--- src/rtl/stream_rr_arbiter_pkg.sv ---
// Shared types and helpers for the packet-granular round-robin stream arbiter.
package stream_rr_arbiter_pkg;

    typedef enum logic {
        ST_IDLE = 1'b0,
        ST_LOCK = 1'b1
    } arb_state_t;

    function automatic int clog2(input int n);
        int r;
        r = 0;
        while ((1 << r) < n) r++;
        return r;
    endfunction

endpackage

--- src/rtl/stream_rr_arbiter_rr_select.sv ---
// Rotate-priority picker: first set request bit scanning upward from the
// port after i_last_grant, wrapping at N.
module rr_select #(
    parameter int N = 4,
    parameter int W = 2
) (
    input  logic [N-1:0] i_req,
    input  logic [W-1:0] i_last_grant,
    output logic [W-1:0] o_grant_idx,
    output logic         o_grant_valid
);

    logic [W-1:0] w_cand;

    always_comb begin
        o_grant_idx   = '0;
        o_grant_valid = 1'b0;
        w_cand        = '0;
        for (int k = 1; k <= N; k++) begin
            w_cand = W'((int'(i_last_grant) + k) % N);
            if (!o_grant_valid && i_req[w_cand]) begin
                o_grant_valid = 1'b1;
                o_grant_idx   = w_cand;
            end
        end
    end

endmodule

--- src/rtl/stream_rr_arbiter.sv ---
// Merges PORT_NUM request streams onto one output; a grant is held from the
// first accepted beat through the tlast beat so packets never interleave.
module stream_rr_arbiter
    import stream_rr_arbiter_pkg::*;
#(
    parameter int PORT_NUM       = 4,
    parameter int PORT_IDX_WIDTH = clog2(PORT_NUM),
    parameter int TUSER_WIDTH    = 128,
    parameter int TDATA_WIDTH    = 256
) (
    input  logic                            clk,
    input  logic                            rst,
    input  logic [PORT_NUM-1:0]             cfg_port_en,
    input  logic [PORT_NUM-1:0]             s_tvalid,
    input  logic [PORT_NUM-1:0]             s_tlast,
    input  logic [PORT_NUM-1:0]             s_tstart,
    input  logic [PORT_NUM*TUSER_WIDTH-1:0] s_tuser,
    input  logic [PORT_NUM*TDATA_WIDTH-1:0] s_tdata,
    output logic [PORT_NUM-1:0]             s_tready,
    output logic                            m_tvalid,
    output logic                            m_tlast,
    output logic                            m_tstart,
    output logic [TUSER_WIDTH-1:0]          m_tuser,
    output logic [TDATA_WIDTH-1:0]          m_tdata,
    output logic [PORT_IDX_WIDTH-1:0]       m_port_id,
    input  logic                            m_tready
);

    arb_state_t                r_state, w_state_nxt;
    logic [PORT_IDX_WIDTH-1:0] r_grant, w_grant_nxt;
    logic [PORT_IDX_WIDTH-1:0] r_last_grant, w_last_grant_nxt;
    logic [PORT_IDX_WIDTH-1:0] w_sel_idx;
    logic                      w_sel_vld;
    logic                      w_src_vld;
    logic [PORT_NUM-1:0]       w_req;

    assign w_req = s_tvalid & cfg_port_en;

    rr_select #(
        .N (PORT_NUM),
        .W (PORT_IDX_WIDTH)
    ) u_rr_select (
        .i_req         (w_req),
        .i_last_grant  (r_last_grant),
        .o_grant_idx   (w_sel_idx),
        .o_grant_valid (w_sel_vld)
    );

    // s_tready follows only state, grant and m_tready; payload is zeroed
    // whenever the granted source has nothing valid.
    always_comb begin
        w_src_vld = 1'b0;
        s_tready  = '0;
        m_tlast   = 1'b0;
        m_tstart  = 1'b0;
        m_tuser   = '0;
        m_tdata   = '0;
        if (r_state == ST_LOCK) begin
            for (int i = 0; i < PORT_NUM; i++) begin
                if (r_grant == PORT_IDX_WIDTH'(i)) begin
                    s_tready[i] = m_tready;
                    w_src_vld   = s_tvalid[i];
                    if (s_tvalid[i]) begin
                        m_tlast  = s_tlast[i];
                        m_tstart = s_tstart[i];
                        m_tuser  = s_tuser[i*TUSER_WIDTH +: TUSER_WIDTH];
                        m_tdata  = s_tdata[i*TDATA_WIDTH +: TDATA_WIDTH];
                    end
                end
            end
        end
    end

    assign m_tvalid  = w_src_vld;
    assign m_port_id = r_grant;

    always_comb begin
        w_state_nxt      = r_state;
        w_grant_nxt      = r_grant;
        w_last_grant_nxt = r_last_grant;
        case (r_state)
            ST_IDLE: begin
                if (w_sel_vld) begin
                    w_state_nxt = ST_LOCK;
                    w_grant_nxt = w_sel_idx;
                end
            end
            ST_LOCK: begin
                if (w_src_vld && m_tready && m_tlast) begin
                    w_state_nxt      = ST_IDLE;
                    w_last_grant_nxt = r_grant;
                end
            end
            default: w_state_nxt = ST_IDLE;
        endcase
    end

    // last_grant resets to the top port so port 0 wins the first arbitration.
    always_ff @(posedge clk or negedge rst) begin
        if (!rst) begin
            r_state      <= ST_IDLE;
            r_grant      <= '0;
            r_last_grant <= PORT_IDX_WIDTH'(PORT_NUM - 1);
        end else begin
            r_state      <= w_state_nxt;
            r_grant      <= w_grant_nxt;
            r_last_grant <= w_last_grant_nxt;
        end
    end

endmodule

--- config.mk ---
export PLATFORM = sky130hd
export DESIGN_NAME = stream_rr_arbiter
export DESIGN_NICKNAME = d
export VERILOG_FILES = /design/src/rtl/stream_rr_arbiter_pkg.sv /design/src/rtl/stream_rr_arbiter_rr_select.sv /design/src/rtl/stream_rr_arbiter.sv
export SDC_FILE = /design/constraint.sdc
export NUM_CORES = 1
export LEC_CHECK = 0
export CORE_AREA = 2 2 749 751
export DETAILED_ROUTE_END_ITERATION = 7
export DIE_AREA = 0 0 751 753
export PLACE_DENSITY_LB_ADDON = 0.1
export SYNTH_ARGS = -nofsm -noshare
export SYNTH_HDL_FRONTEND = slang
export SYNTH_HIERARCHICAL = 1
export SYNTH_SLANG_ARGS = --single-unit
--- constraint.sdc ---
create_clock -name clk -period 2.2 [get_ports clk]
set_clock_uncertainty 0.2 [all_clocks]
set_input_delay 0.44 -clock clk [delete_from_list [all_inputs] [get_ports clk]]
set_output_delay 0.44 -clock clk [all_outputs]
set_load 0.01 [all_outputs]
* Word-level counts from Yosys, hierarchy flattened *
Index checks and enable logic that the tools add are counted.
Widths: inputs -> output; s select.

operators by class
  add/sub/neg operators = 4
  multiply operators = 0
  div/mod/pow operators = 0
  $lt $le $gt $ge = 4
  equality and inequality tests = 3
  shift-type cells = 0
  mux-type cells = 65
  bitwise gates (word level) = 2
  reductions and logical operators = 11

operator list
  kind                 count
  $mux 256             9
  $mux 128             9
  $mux 1               37
  $lt 2x3->1 const B   4
  $bmux 1 s2           4
  $mux 2               4
  $logic_and 1x1->1    5
  $add 2x1->2 const B  2
  $add 2x2->2 const B  2
  $and 4x4->4          1
  $eq 2x2->1 const B   2
  $mux 4               1
  $reduce_and 2->1     2
  $logic_not 1->1      3
  $eq 2x1->1 const B   1
  $logic_not 2->1      1
  $pmux 1 s2           1
  $not 1->1            1

word-level totals
  register bits after elaboration = 5
  bits in latches = 0
  RAM bits = 0
  bits in read-only memories = 0
  input port bits = 1555
  word-level logic and storage cells = 92
  memories = 0

* Depth between registers and ports, before layout *
  depth in word-level cells = 15
  depth in mapped cells = 8
  mapped depth without buffers = 6

* Hierarchy *
Netlist, hierarchy kept.

by module, submodules not included
  module             instances  cells each  area each (um^2)  sequential area each (um^2)
  stream_rr_arbiter  1          1839        11907.7           127.6
  rr_select          1          14          91.3              0.0

* Worst setup path after synthesis *
OpenSTA, ideal clock, no wires.

  path type = reg-to-output
  start point = reg r_grant[1] (netlist: m_port_id[1])
  end point = out m_tuser[10]
  arrival time = 1.624 ns
  required time = 1.560 ns
  setup slack = -0.064 ns
  cell stages (with the launch flop) = 7
  buffers on the path = 2
  cell sequence = dfrtp_1 and3b_1 buf_6 clkbuf_1 a221o_1 o21ai_0 a21boi_0

between the ends
  longest elaborated chain between the ends = 9

RTL lines
  what                      line                      source
  start: declaration        stream_rr_arbiter.sv:30   logic [PORT_IDX_WIDTH-1:0] r_grant, w_grant_nxt;
  start signal: assignment  stream_rr_arbiter.sv:106  r_grant <= w_grant_nxt;
  $logic_not 2->1           stream_rr_arbiter.sv:60   if (r_grant == PORT_IDX_WIDTH'(i)) begin
  $mux 128                  stream_rr_arbiter.sv:60
  $mux 128                  stream_rr_arbiter.sv:63   if (s_tvalid[i]) begin
  $mux 128                  stream_rr_arbiter.sv:60
  $mux 128                  stream_rr_arbiter.sv:63
  $mux 128                  stream_rr_arbiter.sv:60
  $mux 128                  stream_rr_arbiter.sv:63
  $mux 128 *                stream_rr_arbiter.sv:60
  $mux 128 *                stream_rr_arbiter.sv:58   if (r_state == ST_LOCK) begin
  end: declaration          stream_rr_arbiter.sv:23   output logic [TUSER_WIDTH-1:0] m_tuser,

Mark *: on every way between the ends. The rest lies on a longest branch, timed or not.

* Worst setup path after layout *
  start point = reg r_grant[1] (netlist: m_port_id[1])
  end point = out m_tdata[131]

between the ends
  longest elaborated chain between the ends = 9

RTL lines
  what              line                     source
  $logic_not 2->1   stream_rr_arbiter.sv:60
  $mux 256          stream_rr_arbiter.sv:60
  $mux 256          stream_rr_arbiter.sv:63
  $mux 256          stream_rr_arbiter.sv:60
  $mux 256          stream_rr_arbiter.sv:63
  $mux 256          stream_rr_arbiter.sv:60
  $mux 256          stream_rr_arbiter.sv:63
  $mux 256 *        stream_rr_arbiter.sv:60
  $mux 256 *        stream_rr_arbiter.sv:58
  end: declaration  stream_rr_arbiter.sv:24  output logic [TDATA_WIDTH-1:0] m_tdata,

Marks and branches as above.

==> metrics.txt <==
max-slew violation count 0; measured slew at the worst slew-check pin about 0.45 ns; Final Cycle Share 1.55; Initial DRC Count just over 2000; Global Route Usage Sum 0.138; met3 capacity usage during global routing 0.0799; Die Width between 700 and 800 µm; violated checks setup timing; Yosys top cell by area a221o_1; die area 0.566 mm²; Tmin final 3.41 ns; share of cells above drive strength 1 0.324; Critical Path Fanout Max 5; port bufs about 1900; via-per-instance ratio approximately 2.5; hold crit path type in2async; Net Sw Frac 0.510; dominant cells by area after synthesis a221o_1, a21boi_1, o21ai_0; Clk Latency, worst-skew pair about 0.23 ns; GR peak layer met2; Peak VDD IR about 0.3 mV; final worst slack -1.21 ns; Layout area overhead 320%; antenna violations before repair roughly 490; final setup vio count approximately 390; # rows 275; CTS Sinks 5; status finished, violations left; starting density of the core 0.0215; vias post-DR between 20000 and 30000; fmax just under 0.3 GHz; critical path type reg2out; TritonCTS buffer count 3; synth warn 6; I/O pin total just under 2000; Startpoint Class flip-flop; DRC violation count after routing 0; Synth Cell Area between 0.01 and 0.015 mm²; pwr/cell area ~1000 mW/mm²; Static Leakage 17.4 nW; GR Overflow Total 0; Net Count, Synth approximately 3400; Detailed Place HPWL about 370000 µm; Final Wtd Congestion around 0.88; clock power share 0.006; first-pass GRT wire length 477000 µm; DRT antenna net count 0; Routed WL between 400000 and 500000 µm; clock buffer depth 2; met2 global-route usage 0.231; commonest non-fill, non-tap cells in the layout clkdlybuf4s50_1, buf_4, nand2_1; GR met1 Demand/Resource 0.153; TritonCTS clock tree yes; Req. time, crit path roughly 1.6 ns; Slew HR 0.700; synthesized instance count around 1900; nets slightly below 6000; clock root buffer clkbuf_16; largest net degree at the start of global routing 54; RSZ-0062 raised after global routing yes; arrival time at the worst endpoint 2.77 ns; # H-tree levels 1; Seq/Total Area, Yosys 0.0106; Gate power share 0.990; # Max-Cap Violations 0; Detailed Routing Iterations Pass 1 5; DR WL/cell around 35 µm; most common cell after layout, fill and taps aside clkdlybuf4s50_1; number of library cell types mapped by synthesis 35; Reg power frac 0.004; Yosys top cell area share 0.318; die height approximately 750 µm; Min Hold Slack about 0.26 ns; Seq cells post-synth 5; Sw Pwr about 25 mW; vias in the first global route ~30000; Pint 24.0 mW; Hold Fails Final Rpt 0; utilization after layout 0.0902; clock-pin slew on the worst setup and hold paths ~0.03 ns; Core Area roughly 0.56 mm²; Pwr Total 49.0 mW; # fillers 65192; syn_area_per_cell roughly 6.5 µm²; CP endpoint kind output pin; Post-Place Worst Slack -2.57 ns
-- repair_timing --
action,CTS,global route
cloned,13,33
endpoints found under the hold margin,0,0
setup endpoints to repair,396,394
hold buffers,0,0
buffers inserted,72,200
gates resized for setup,604,1205
pin swaps,65,320
-- sequential cells by signal (all words and copies together), names as in the netlist --
name / count
m_port_id: 2
r_last_grant: 2
r_state: 1
-- metal layers --
| metal | part of all wire | vias up |
|---|---|---|
| li1 | - | 12341 |
| met1 | 0.38 | 14408 |
| met2 | 0.46 | 1991 |
| met3 | 0.13 | 816 |
| met4 | 0.029 | 324 |
| met5 | 0.0052 | - |
-- area by class of cell --
| class | count | area, µm² | share of cell area |
|---|---|---|---|
| Antenna cell | 136 | 340 | 0.00676 |
| Clock buffer | 4 | 78.8 | 0.00157 |
| Inverter | 3 | 11.3 | 0.000224 |
| Multi-Input combinational cell | 1586 | 11700 | 0.233 |
| Sequential cell | 5 | 133 | 0.00263 |
| Tap cell | 7479 | 9360 | 0.186 |
| Timing Repair Buffer | 2676 | 28700 | 0.570 |
-- power groups by stage --
| stage | Combinational, mW | Sequential (mW) | Clock [mW] |
|---|---|---|---|
| final | 48.5 | 0.209 | 0.301 |
| after global routing | 51.3 | 0.216 | 0.309 |
| after CTS | 46.1 | 0.209 | 0.302 |
| after detailed placement | 43.3 | 0.209 | 0 |
| after global placement | 43.6 | 0.207 | 0 |
| after floorplan | 12.5 | 0.202 | 0 |
-- cells in the mapped netlist --
| master | number |
|---|---|
| a21boi_0 | 29 |
| a21boi_1 | 356 |
| a21oi_1 | 3 |
| a21oi_2 | 1 |
| a221o_1 | 381 |
| a22oi_1 | 8 |
| a31oi_1 | 2 |
| and2_1 | 5 |
| and2b_1 | 1 |
| and3_1 | 1 |
| and3b_1 | 2 |
| and4_1 | 1 |
| and4b_1 | 1 |
| buf_2 | 118 |
| buf_4 | 4 |
| buf_6 | 40 |
| clkbuf_1 | 97 |
| dfrtp_1 | 3 |
| dfstp_2 | 2 |
| inv_1 | 2 |
| inv_2 | 1 |
| mux2_2 | 2 |
| mux2i_1 | 1 |
| mux4_2 | 1 |
| nand2_1 | 388 |
| nand2b_1 | 3 |
| nand3_1 | 4 |
| nor2_1 | 6 |
| nor2b_1 | 1 |
| nor3_1 | 2 |
| nor3b_1 | 1 |
| nor4bb_1 | 1 |
| o21ai_0 | 381 |
| o21ai_1 | 3 |
| o221ai_2 | 1 |
-- per-stage QoR --
step / instances / TNS, ns / area (µm²)
3_5_place_dp: 11474 / -766.42 / 44800
5_1_grt: 11788 / -417.64 / 50100
6_report: 11889 / -377.56 / 50400
3_3_place_gp: 11474 / -776.64 / 44800
4_1_cts: 11556 / -473.16 / 46700
2_1_floorplan: 1853 / -2.47 / 12000
-- critical path: stages, from the launching register on --
cell,delay (ns)
dfrtp_2,0.40
buf_12,0.15
nor3b_4,0.28
buf_12,0.15
buf_12,0.10
clkbuf_16,0.17
buf_12,0.12
buf_12,0.09
buf_8,0.11
a221o_1,0.27
o21ai_1,0.12
a21boi_2,0.34
buf_2,0.21
-- worst paths after layout --
| kind | startpoint | to | slack [ns] | cells past startpoint |
|---|---|---|---|---|
| max reg2reg | m_port_id[1] | r_last_grant[1] | -0.20 | 8 |
| min reg2reg | r_last_grant[0] | r_last_grant[0] | 0.44 | 1 |
| max | m_port_id[1] | m_tdata[131] | -1.21 | 12 |
| min | rst | r_state | 0.26 | 1 |
| min in group clk | r_last_grant[0] | r_last_grant[0] | 0.44 | 1 |
| max in group asynchronous | rst | r_last_grant[1] | 1.26 | 1 |
-- cell families (layout without fill, tap and decap cells) --
| logic type | Yosys count | after routing | synth area share |
|---|---|---|---|
| buffers and inverters | 262 | 2683 | 0.121 |
| flip-flops | 5 | 5 | 0.0106 |
| multiplexers | 4 | 4 | 0.00459 |
| AND/OR/NAND/NOR | 417 | 417 | 0.136 |
| AO/OA/AOI/OAI | 1165 | 1165 | 0.728 |
| other | 0 | 136 | 0 |
(Power assumes the default switching activity.)
